<file path="src/rtl/mem_port_arbiter.sv">
// Purpose : shares one single-outstanding memory bus between fetch (read-only) and the data read/write ports,
//           using data-first priority with a bounded data streak so that fetch cannot starve.
// Latency : request seen in IDLE at cycle t, MEM_REQ at t+1, response pulse one cycle after MEM_ACK (minimum t+2).
//           Backpressure: requesters hold request, address and data until their pulse; MEM_* holds until MEM_ACK.
//
// Ports:
//   CLK, RST (async, active-low)    FLUSH cancels any in-flight instruction response
//   INST_RDEN/INST_RIADDR  -> INST_RVALID/INST_ROADDR/INST_RDATA, MMU_WAIT (fetch must hold PC)
//   DATA_RDEN/DATA_RADDR   -> DATA_RVALID/DATA_RDATA
//   DATA_WREN/DATA_WADDR/DATA_WDATA/DATA_WSTRB -> DATA_WDONE
//   MEM_REQ/MEM_WE/MEM_ADDR/MEM_WDATA/MEM_STRB <- MEM_ACK/MEM_RDATA (bus side)
module mem_port_arbiter #(
  parameter int DATA_STREAK_MAX = 4
) (
  input  logic        CLK,
  input  logic        RST,
  input  logic        FLUSH,
  input  logic        INST_RDEN,
  input  logic [31:0] INST_RIADDR,
  output logic        INST_RVALID,
  output logic [31:0] INST_ROADDR,
  output logic [31:0] INST_RDATA,
  output logic        MMU_WAIT,
  input  logic        DATA_RDEN,
  input  logic [31:0] DATA_RADDR,
  output logic        DATA_RVALID,
  output logic [31:0] DATA_RDATA,
  input  logic        DATA_WREN,
  input  logic [31:0] DATA_WADDR,
  input  logic [31:0] DATA_WDATA,
  input  logic [3:0]  DATA_WSTRB,
  output logic        DATA_WDONE,
  output logic        MEM_REQ,
  output logic        MEM_WE,
  output logic [31:0] MEM_ADDR,
  output logic [31:0] MEM_WDATA,
  output logic [3:0]  MEM_STRB,
  input  logic        MEM_ACK,
  input  logic [31:0] MEM_RDATA
);

  localparam logic [3:0] STREAK_MAX = 4'(DATA_STREAK_MAX);

  typedef enum logic [2:0] {IDLE, BUSY_I, BUSY_R, BUSY_W, RESP} state_t;
  typedef enum logic [1:0] {GNT_NONE, GNT_INST, GNT_RD, GNT_WR} gnt_t;

  state_t      state_q, state_d;
  gnt_t        gnt;
  logic        inst_ok;
  logic [31:0] gnt_addr;
  logic [31:0] gnt_wdata;
  logic [3:0]  gnt_strb;
  logic [3:0]  streak_q;
  logic        drop_q;
  logic        inst_pls_q;

  // A flush landing in the response cycle itself still kills the pulse,
  // so the registered pulse is gated by FLUSH on its way out.
  assign INST_RVALID = inst_pls_q && !FLUSH;
  assign MMU_WAIT    = INST_RDEN && !INST_RVALID;

  assign inst_ok = INST_RDEN && !FLUSH;

  // State register
  always_ff @(posedge CLK or negedge RST) begin
    if (!RST) begin
      state_q <= IDLE;
    end else begin
      state_q <= state_d;
    end
  end

  // Next state and grant selection
  always_comb begin
    state_d   = state_q;
    gnt       = GNT_NONE;
    gnt_addr  = 32'h0;
    gnt_wdata = 32'h0;
    gnt_strb  = 4'hF;
    case (state_q)
      IDLE: begin
        // Fetch is forced once data has won STREAK_MAX times in a row
        // while fetch was waiting.
        if (streak_q == STREAK_MAX && inst_ok) begin
          gnt = GNT_INST;
        end else if (DATA_WREN) begin
          gnt = GNT_WR;
        end else if (DATA_RDEN) begin
          gnt = GNT_RD;
        end else if (inst_ok) begin
          gnt = GNT_INST;
        end
        case (gnt)
          GNT_INST: begin
            state_d  = BUSY_I;
            gnt_addr = INST_RIADDR;
          end
          GNT_RD: begin
            state_d  = BUSY_R;
            gnt_addr = DATA_RADDR;
          end
          GNT_WR: begin
            state_d   = BUSY_W;
            gnt_addr  = DATA_WADDR;
            gnt_wdata = DATA_WDATA;
            gnt_strb  = DATA_WSTRB;
          end
          default: state_d = IDLE;
        endcase
      end
      BUSY_I, BUSY_R, BUSY_W: begin
        if (MEM_ACK) begin
          state_d = RESP;
        end
      end
      RESP:    state_d = IDLE;
      default: state_d = IDLE;
    endcase
  end

  // Bus outputs, response pulses, streak counter and drop flag
  always_ff @(posedge CLK or negedge RST) begin
    if (!RST) begin
      MEM_REQ     <= 1'b0;
      MEM_WE      <= 1'b0;
      MEM_ADDR    <= 32'h0;
      MEM_WDATA   <= 32'h0;
      MEM_STRB    <= 4'h0;
      inst_pls_q  <= 1'b0;
      INST_ROADDR <= 32'h0;
      INST_RDATA  <= 32'h0;
      DATA_RVALID <= 1'b0;
      DATA_RDATA  <= 32'h0;
      DATA_WDONE  <= 1'b0;
      streak_q    <= 4'h0;
      drop_q      <= 1'b0;
    end else begin
      inst_pls_q  <= 1'b0;
      DATA_RVALID <= 1'b0;
      DATA_WDONE  <= 1'b0;
      case (state_q)
        IDLE: begin
          if (gnt != GNT_NONE) begin
            MEM_REQ   <= 1'b1;
            MEM_WE    <= (gnt == GNT_WR);
            MEM_ADDR  <= gnt_addr;
            MEM_WDATA <= gnt_wdata;
            MEM_STRB  <= gnt_strb;
          end
          if (gnt == GNT_INST || !INST_RDEN) begin
            streak_q <= 4'h0;
          end else if ((gnt == GNT_RD || gnt == GNT_WR) && streak_q != STREAK_MAX) begin
            streak_q <= streak_q + 4'h1;
          end
        end
        BUSY_I, BUSY_R, BUSY_W: begin
          if (state_q == BUSY_I && FLUSH) begin
            drop_q <= 1'b1;
          end
          if (MEM_ACK) begin
            MEM_REQ <= 1'b0;
            case (state_q)
              BUSY_I: begin
                // FLUSH coinciding with ACK drops the response too.
                if (!drop_q && !FLUSH) begin
                  inst_pls_q  <= 1'b1;
                  INST_ROADDR <= MEM_ADDR;
                  INST_RDATA  <= MEM_RDATA;
                end
              end
              BUSY_R: begin
                DATA_RVALID <= 1'b1;
                DATA_RDATA  <= MEM_RDATA;
              end
              default: DATA_WDONE <= 1'b1;
            endcase
          end
        end
        RESP: begin
          // Leaving for IDLE: forget any flush of the finished fetch.
          drop_q <= 1'b0;
        end
        default: drop_q <= 1'b0;
      endcase
    end
  end

endmodule
</file>
<file path="config.mk">
export PLATFORM = sky130hd
export DESIGN_NAME = mem_port_arbiter
export DESIGN_NICKNAME = d
export VERILOG_FILES = /design/src/rtl/mem_port_arbiter.sv
export SDC_FILE = /design/constraint.sdc
export NUM_CORES = 1
export LEC_CHECK = 0
export CAP_MARGIN = 20
export CORE_UTILIZATION = 40
export CTS_CLUSTER_SIZE = 20
export DETAILED_ROUTE_END_ITERATION = 8
export PLACE_DENSITY = 0.75
export SYNTH_ARGS = -nofsm -noshare
export SYNTH_HDL_FRONTEND = slang
export SYNTH_SLANG_ARGS = --single-unit
export TNS_END_PERCENT = 100
</file>
<file path="constraint.sdc">
create_clock -name CLK -period 2.4 [get_ports CLK]
set_clock_uncertainty 0.15 [all_clocks]
set_input_delay 0.36 -clock CLK [delete_from_list [all_inputs] [get_ports CLK]]
set_output_delay 0.36 -clock CLK [all_outputs]
set_load 0.1 [all_outputs]
</file>
# After elaboration in Yosys (flattened, before gate mapping)

Cells that the tools add are included.

Register bits after elaboration: 177
Input port bits: 171
Output and inout port bits: 170
Logic and storage cells: 84

$add $sub $neg: 1
Equality and inequality tests: 14
Muxes and demuxes: 29
Bitwise gates (word level): 1
Reductions and logical operators: 25

Operator list:

| operator                                                        | number |
|---|---|
| 32-bit case mux with 3 select lines                             | 1 |
| 32-bit 2-to-1 mux                                               | 1 |
| 1-bit 2-to-1 mux                                                | 14 |
| 4-bit 2-to-1 mux                                                | 3 |
| 2-bit 2-to-1 mux                                                | 5 |
| 2-bit == test, second input constant                            | 4 |
| 1-bit logical AND                                               | 7 |
| 3-bit by 2-bit == test with 1-bit output, second input constant | 2 |
| 2-bit != test, second input constant                            | 3 |
| 2-bit case mux with 3 select lines                              | 1 |
| 3-bit case mux with 2 select lines                              | 1 |
| 2-bit AND reduction                                             | 3 |
| 3-bit AND reduction                                             | 2 |
| 2-bit nonzero test                                              | 3 |
| 4-bit by 1-bit adder with 4-bit output, second input constant   | 1 |
| 2-bit by 1-bit == test with 1-bit output, second input constant | 2 |
| 4-bit by 3-bit == test with 1-bit output, second input constant | 1 |
| 1-bit logical NOT                                               | 4 |
| 4-bit by 3-bit != test with 1-bit output, second input constant | 1 |
| 1-bit case mux with 2 select lines                              | 2 |
| 4-bit AND reduction                                             | 1 |
| 3-bit by 1-bit == test with 1-bit output, second input constant | 1 |
| 3-bit logical NOT                                               | 1 |
| 3-bit 2-to-1 mux                                                | 1 |
| other kinds (4)                                                 | 5 |

# Depth between registers and ports, before layout

Word-level depth: 13
Gate-level depth with buffers: 8
Mapped depth without buffers: 6

# Least setup slack after synthesis

Ideal clock, no wire load.

Kind: in2out
From: in FLUSH
To: out MMU_WAIT
Arrival time: 2,699 ps
Required time: 1,890 ps
Path slack: -809 ps
Stages on the path: 2
Buffers on the path: 0
Path through: nor2b_1 -> nor2b_1

Cells in the longest elaborated chain, start to end: 4

RTL lines:

| item              | RTL line | text |
|---|---|---|
| from (decl)       | 17       | `input logic FLUSH,` |
| 1-bit logical NOT | 59       | `assign INST_RVALID = inst_pls_q && !FLUSH;` |
| 1-bit logical AND | 59       |  |
| 1-bit logical NOT | 60       | `assign MMU_WAIT = INST_RDEN && !INST_RVALID;` |
| 1-bit logical AND | 60       |  |
| to (decl)         | 23       | `output logic MMU_WAIT,` |

No other way between the ends.

# Worst setup path after layout

From: reg streak_q[0]
To: reg MEM_STRB[2]

Cells in the longest elaborated chain, start to end: 7
Elaborated cells on any way between the ends: 9
Those cells by class: eq/ne: 2; mux: 4; reduce/logical: 3

RTL lines:

| item                                       | RTL line | text |
|---|---|---|
| from (decl)                                | 53       | `logic [3:0] streak_q;` |
| from (signal assigned)                     | 153      | `streak_q <= streak_q + 4'h1;` |
| 4-bit by 3-bit == test with 1-bit output * | 84       | `if (streak_q == STREAK_MAX && inst_ok) begin` |
| 1-bit logical AND *                        | 84       |  |
| 2-bit 2-to-1 mux *                         | 84       |  |
| 2-bit 2-to-1 mux *                         | 80       | `case (state_q)` |
| 2-bit 2-to-1 mux                           | 80       |  |
| 2-bit nonzero test                         | 143      | `if (gnt != GNT_NONE) begin` |
| 2-bit AND reduction (no source line)       | --       |  |
| to (signal assigned)                       | 148      | `MEM_STRB <= gnt_strb;` |
| to (decl)                                  | 37       | `output logic [3:0] MEM_STRB,` |

Mark *: on every way between the ends. The rest lies on a longest branch, timed or not. The select of a mux whose other input is x is not followed.
A chain may end at the register's enable or synchronous reset.

==> flow_summary.ini <==
[outcome]
outcome = finished, final reports clean

[timing]
setup_violations = 0
maxSlewViolCount = 0
period_share_pct = 85.40
worst_pin_slew_ns = 0.5619
tns_ns = 0
fmax_ghz = 0.4879
slew_headroom_pct = 62.54
rsz0062_at_grt = no
hold_viol_final = 0
finalCriticalPeriod_ns = 2.050

[worst_setup_path]
path_class = flop to flop
end_kind = flop
cp-start-kind = flop
required_ns = 2.55
path_cells = inv_1 > ha_1 > and3b_1 > nand2_1 > buf_4 > nand3_1 > o22a_1
worstPathArrival_ns = 2.20
crit_family = simple AND/OR/NAND/NOR gates
path_buf_inv = 2
cp_max_fo = 16
cp_slowest_cell = dfrtp_1
cp_slowest_stage_delay_ns = 0.41

[grt]
grt_first_pass_wirelength_mm = 31.73
track_usage_pct = 22.50
grt_antenna_before_repair = 3
grt_max_degree = 56
overflow = 0
grt_pass1_vias = 5897

[cells_and_area]
multi_input_area_mm2 = 0.002648
layout.cells.non_filler = 1120
fin_util_pct = 62.47
seqCellArea_mm2 = 0.004429
nFillCells = 1394
drive_above_1_share_pct = 36.97
layout.nets = 1051
area_delta_synth_final_pct = 53.26

[drt]
ant_nets = 0
routed_via_density = 5.175
remaining_drc_errors = 0
vias = 5796
dr.pass1.iters = 4
wl_per_cell_um = 19.06
drt_iter0_markers = 227
drt_wl_total_mm = 21.35

[logic_synthesis]
yosys_warnings = 0
synthTopCellsByCount = dfrtp_1, mux2_2, a22o_1, nand2_1, a22oi_1
synth.distinct_cells = 42
synth-edff-count = 0
synth_area_per_cell_um2 = 13.64
synth_largest_area_cell = dfrtp_1
yosysTopAreaCellShare_pct = 60.49
synthArstFlopShare_pct = 100.0
syn-instance-count = 537
syn_area_mm2 = 0.007322
yosysSeqAreaShare_pct = 60.49
synth_most_common_cell = dfrtp_1
synthFlopType = dfrtp_1
synthTopCellsByArea = dfrtp_1, mux2_2, a22o_1
syn-num-nets = 710
synth-seq-cells = 177

[cts]
clkSinkCount = 177
clkTransAtPathRegs_ns = 0.07
cts_tree = done
cts_root_buffer = clkbuf_16
cts_buffers = 17
htreeDepth = 4
clk_path_buf_depth = 2
cts_resized = 0
clkLatencyLatePin_ns = 0.42

[min_path]
worstHoldPathType = input port to async pin

[floorplanning]
row_count = 49
die_h_um = 137.3
pin_count = 341
core_mm2 = 0.01796
die_area_mm2 = 0.01885
start_util_pct = 40.76
die_x_um = 137.3

[place]
dp_cells = 1087
dp_hpwl_mm = 16.07
port_buffers = 340
place_congestion = 0.8378

[job]
drv_cap = 0
[final timing paths]
path | slack [ns] | start | cells after the start | to
min in group CLK | 0.34 | DATA_WREN | 4 | state_q[0]$_DFFE_PN0P_
min | 0.32 | RST | 2 | DATA_RDATA[1]$_DFFE_PN0P_
min reg2reg | 0.35 | MEM_WE$_DFFE_PN0P_ | 2 | MEM_WE$_DFFE_PN0P_
max | 0.35 | streak_q[0]$_DFFE_PN0P_ | 7 | MEM_STRB[2]$_DFFE_PN0P_
max reg2reg | 0.35 | streak_q[0]$_DFFE_PN0P_ | 7 | MEM_STRB[2]$_DFFE_PN0P_
max in group asynchronous | 0.99 | RST | 3 | MEM_WDATA[8]$_DFFE_PN0P_
[state kept, by name, summed over array words and instances (netlist names)]
name / flops
DATA_RDATA: 32
INST_RDATA: 32
INST_ROADDR: 32
MEM_ADDR: 32
MEM_WDATA: 32
MEM_STRB: 4
streak_q: 4
state_q: 3
DATA_RVALID: 1
DATA_WDONE: 1
MEM_REQ: 1
MEM_WE: 1
drop_q: 1
inst_pls_q: 1
[area by class of cell]
cell class,instances,share of cell area [%]
antenna,1,0.02230
clock buffer,18,3.824
clock inverter,13,1.148
inverter,5,0.1672
multi-input combinational,315,23.59
sequential,177,39.47
tap,229,2.553
timing repair buffer,362,29.22
[what timing repair did]
item,in CTS,in global routing
setup buffers,0,0
setup endpoints to repair,0,0
hold buffers,1,0
hold endpoints to repair,52,0
[cells in the final DEF, fill, tap and decap left out, types with 2 or more instances in the layout]
cell,n
a21oi_1,5
a22o_1,60
a22oi_1,32
a31oi_1,7
buf_12,11
buf_4,180
clkbuf_16,17
clkdlybuf4s50_1,168
clkinv_2,2
clkinvlp_4,3
dfrtp_1,177
ha_1,2
inv_1,5
inv_6,4
inv_8,2
mux2_2,87
mux2_4,9
nand2_1,36
nand3_1,2
nor2_1,4
nor2b_1,2
nor2b_2,2
o211a_1,6
o21ai_0,19
o21ai_1,16
o22a_1,4
[metrics by stage]
stage	worst slack, ns	cell area [um2]	hold slack, ns
after CTS	0.3563	11220	0.3231
final	0.3504	11220	0.3227
after global routing	0.2213	11220	0.3684
after floorplan	0.2258	7327	-0.08559
after global placement	0.2456	10650	0.2071
after detailed placement	0.2073	10650	0.2218
[cells by family after synthesis]
kind of cell,share of synthesized area [%]
AOI/OAI and AO/OA,15.98
adders and majority gates,0.3417
buffers and inverters,3.759
DFF,60.49
muxes,15.36
and+or+nand+nor,4.067
[layer usage]
layer | GRT usage, % | vias to the layer above | part of all wire, %
li1 | - | 2674 | -
met1 | 27.09 | 2813 | 39
met2 | 38.10 | 271 | 49
met3 | 6.475 | 34 | 8.7
met4 | 8.425 | 4 | 2.3
met5 | 0 | - | 0.10
Power is not shown: default switching activity piles up to over one toggle a cycle in this logic, so the estimate is an artifact.
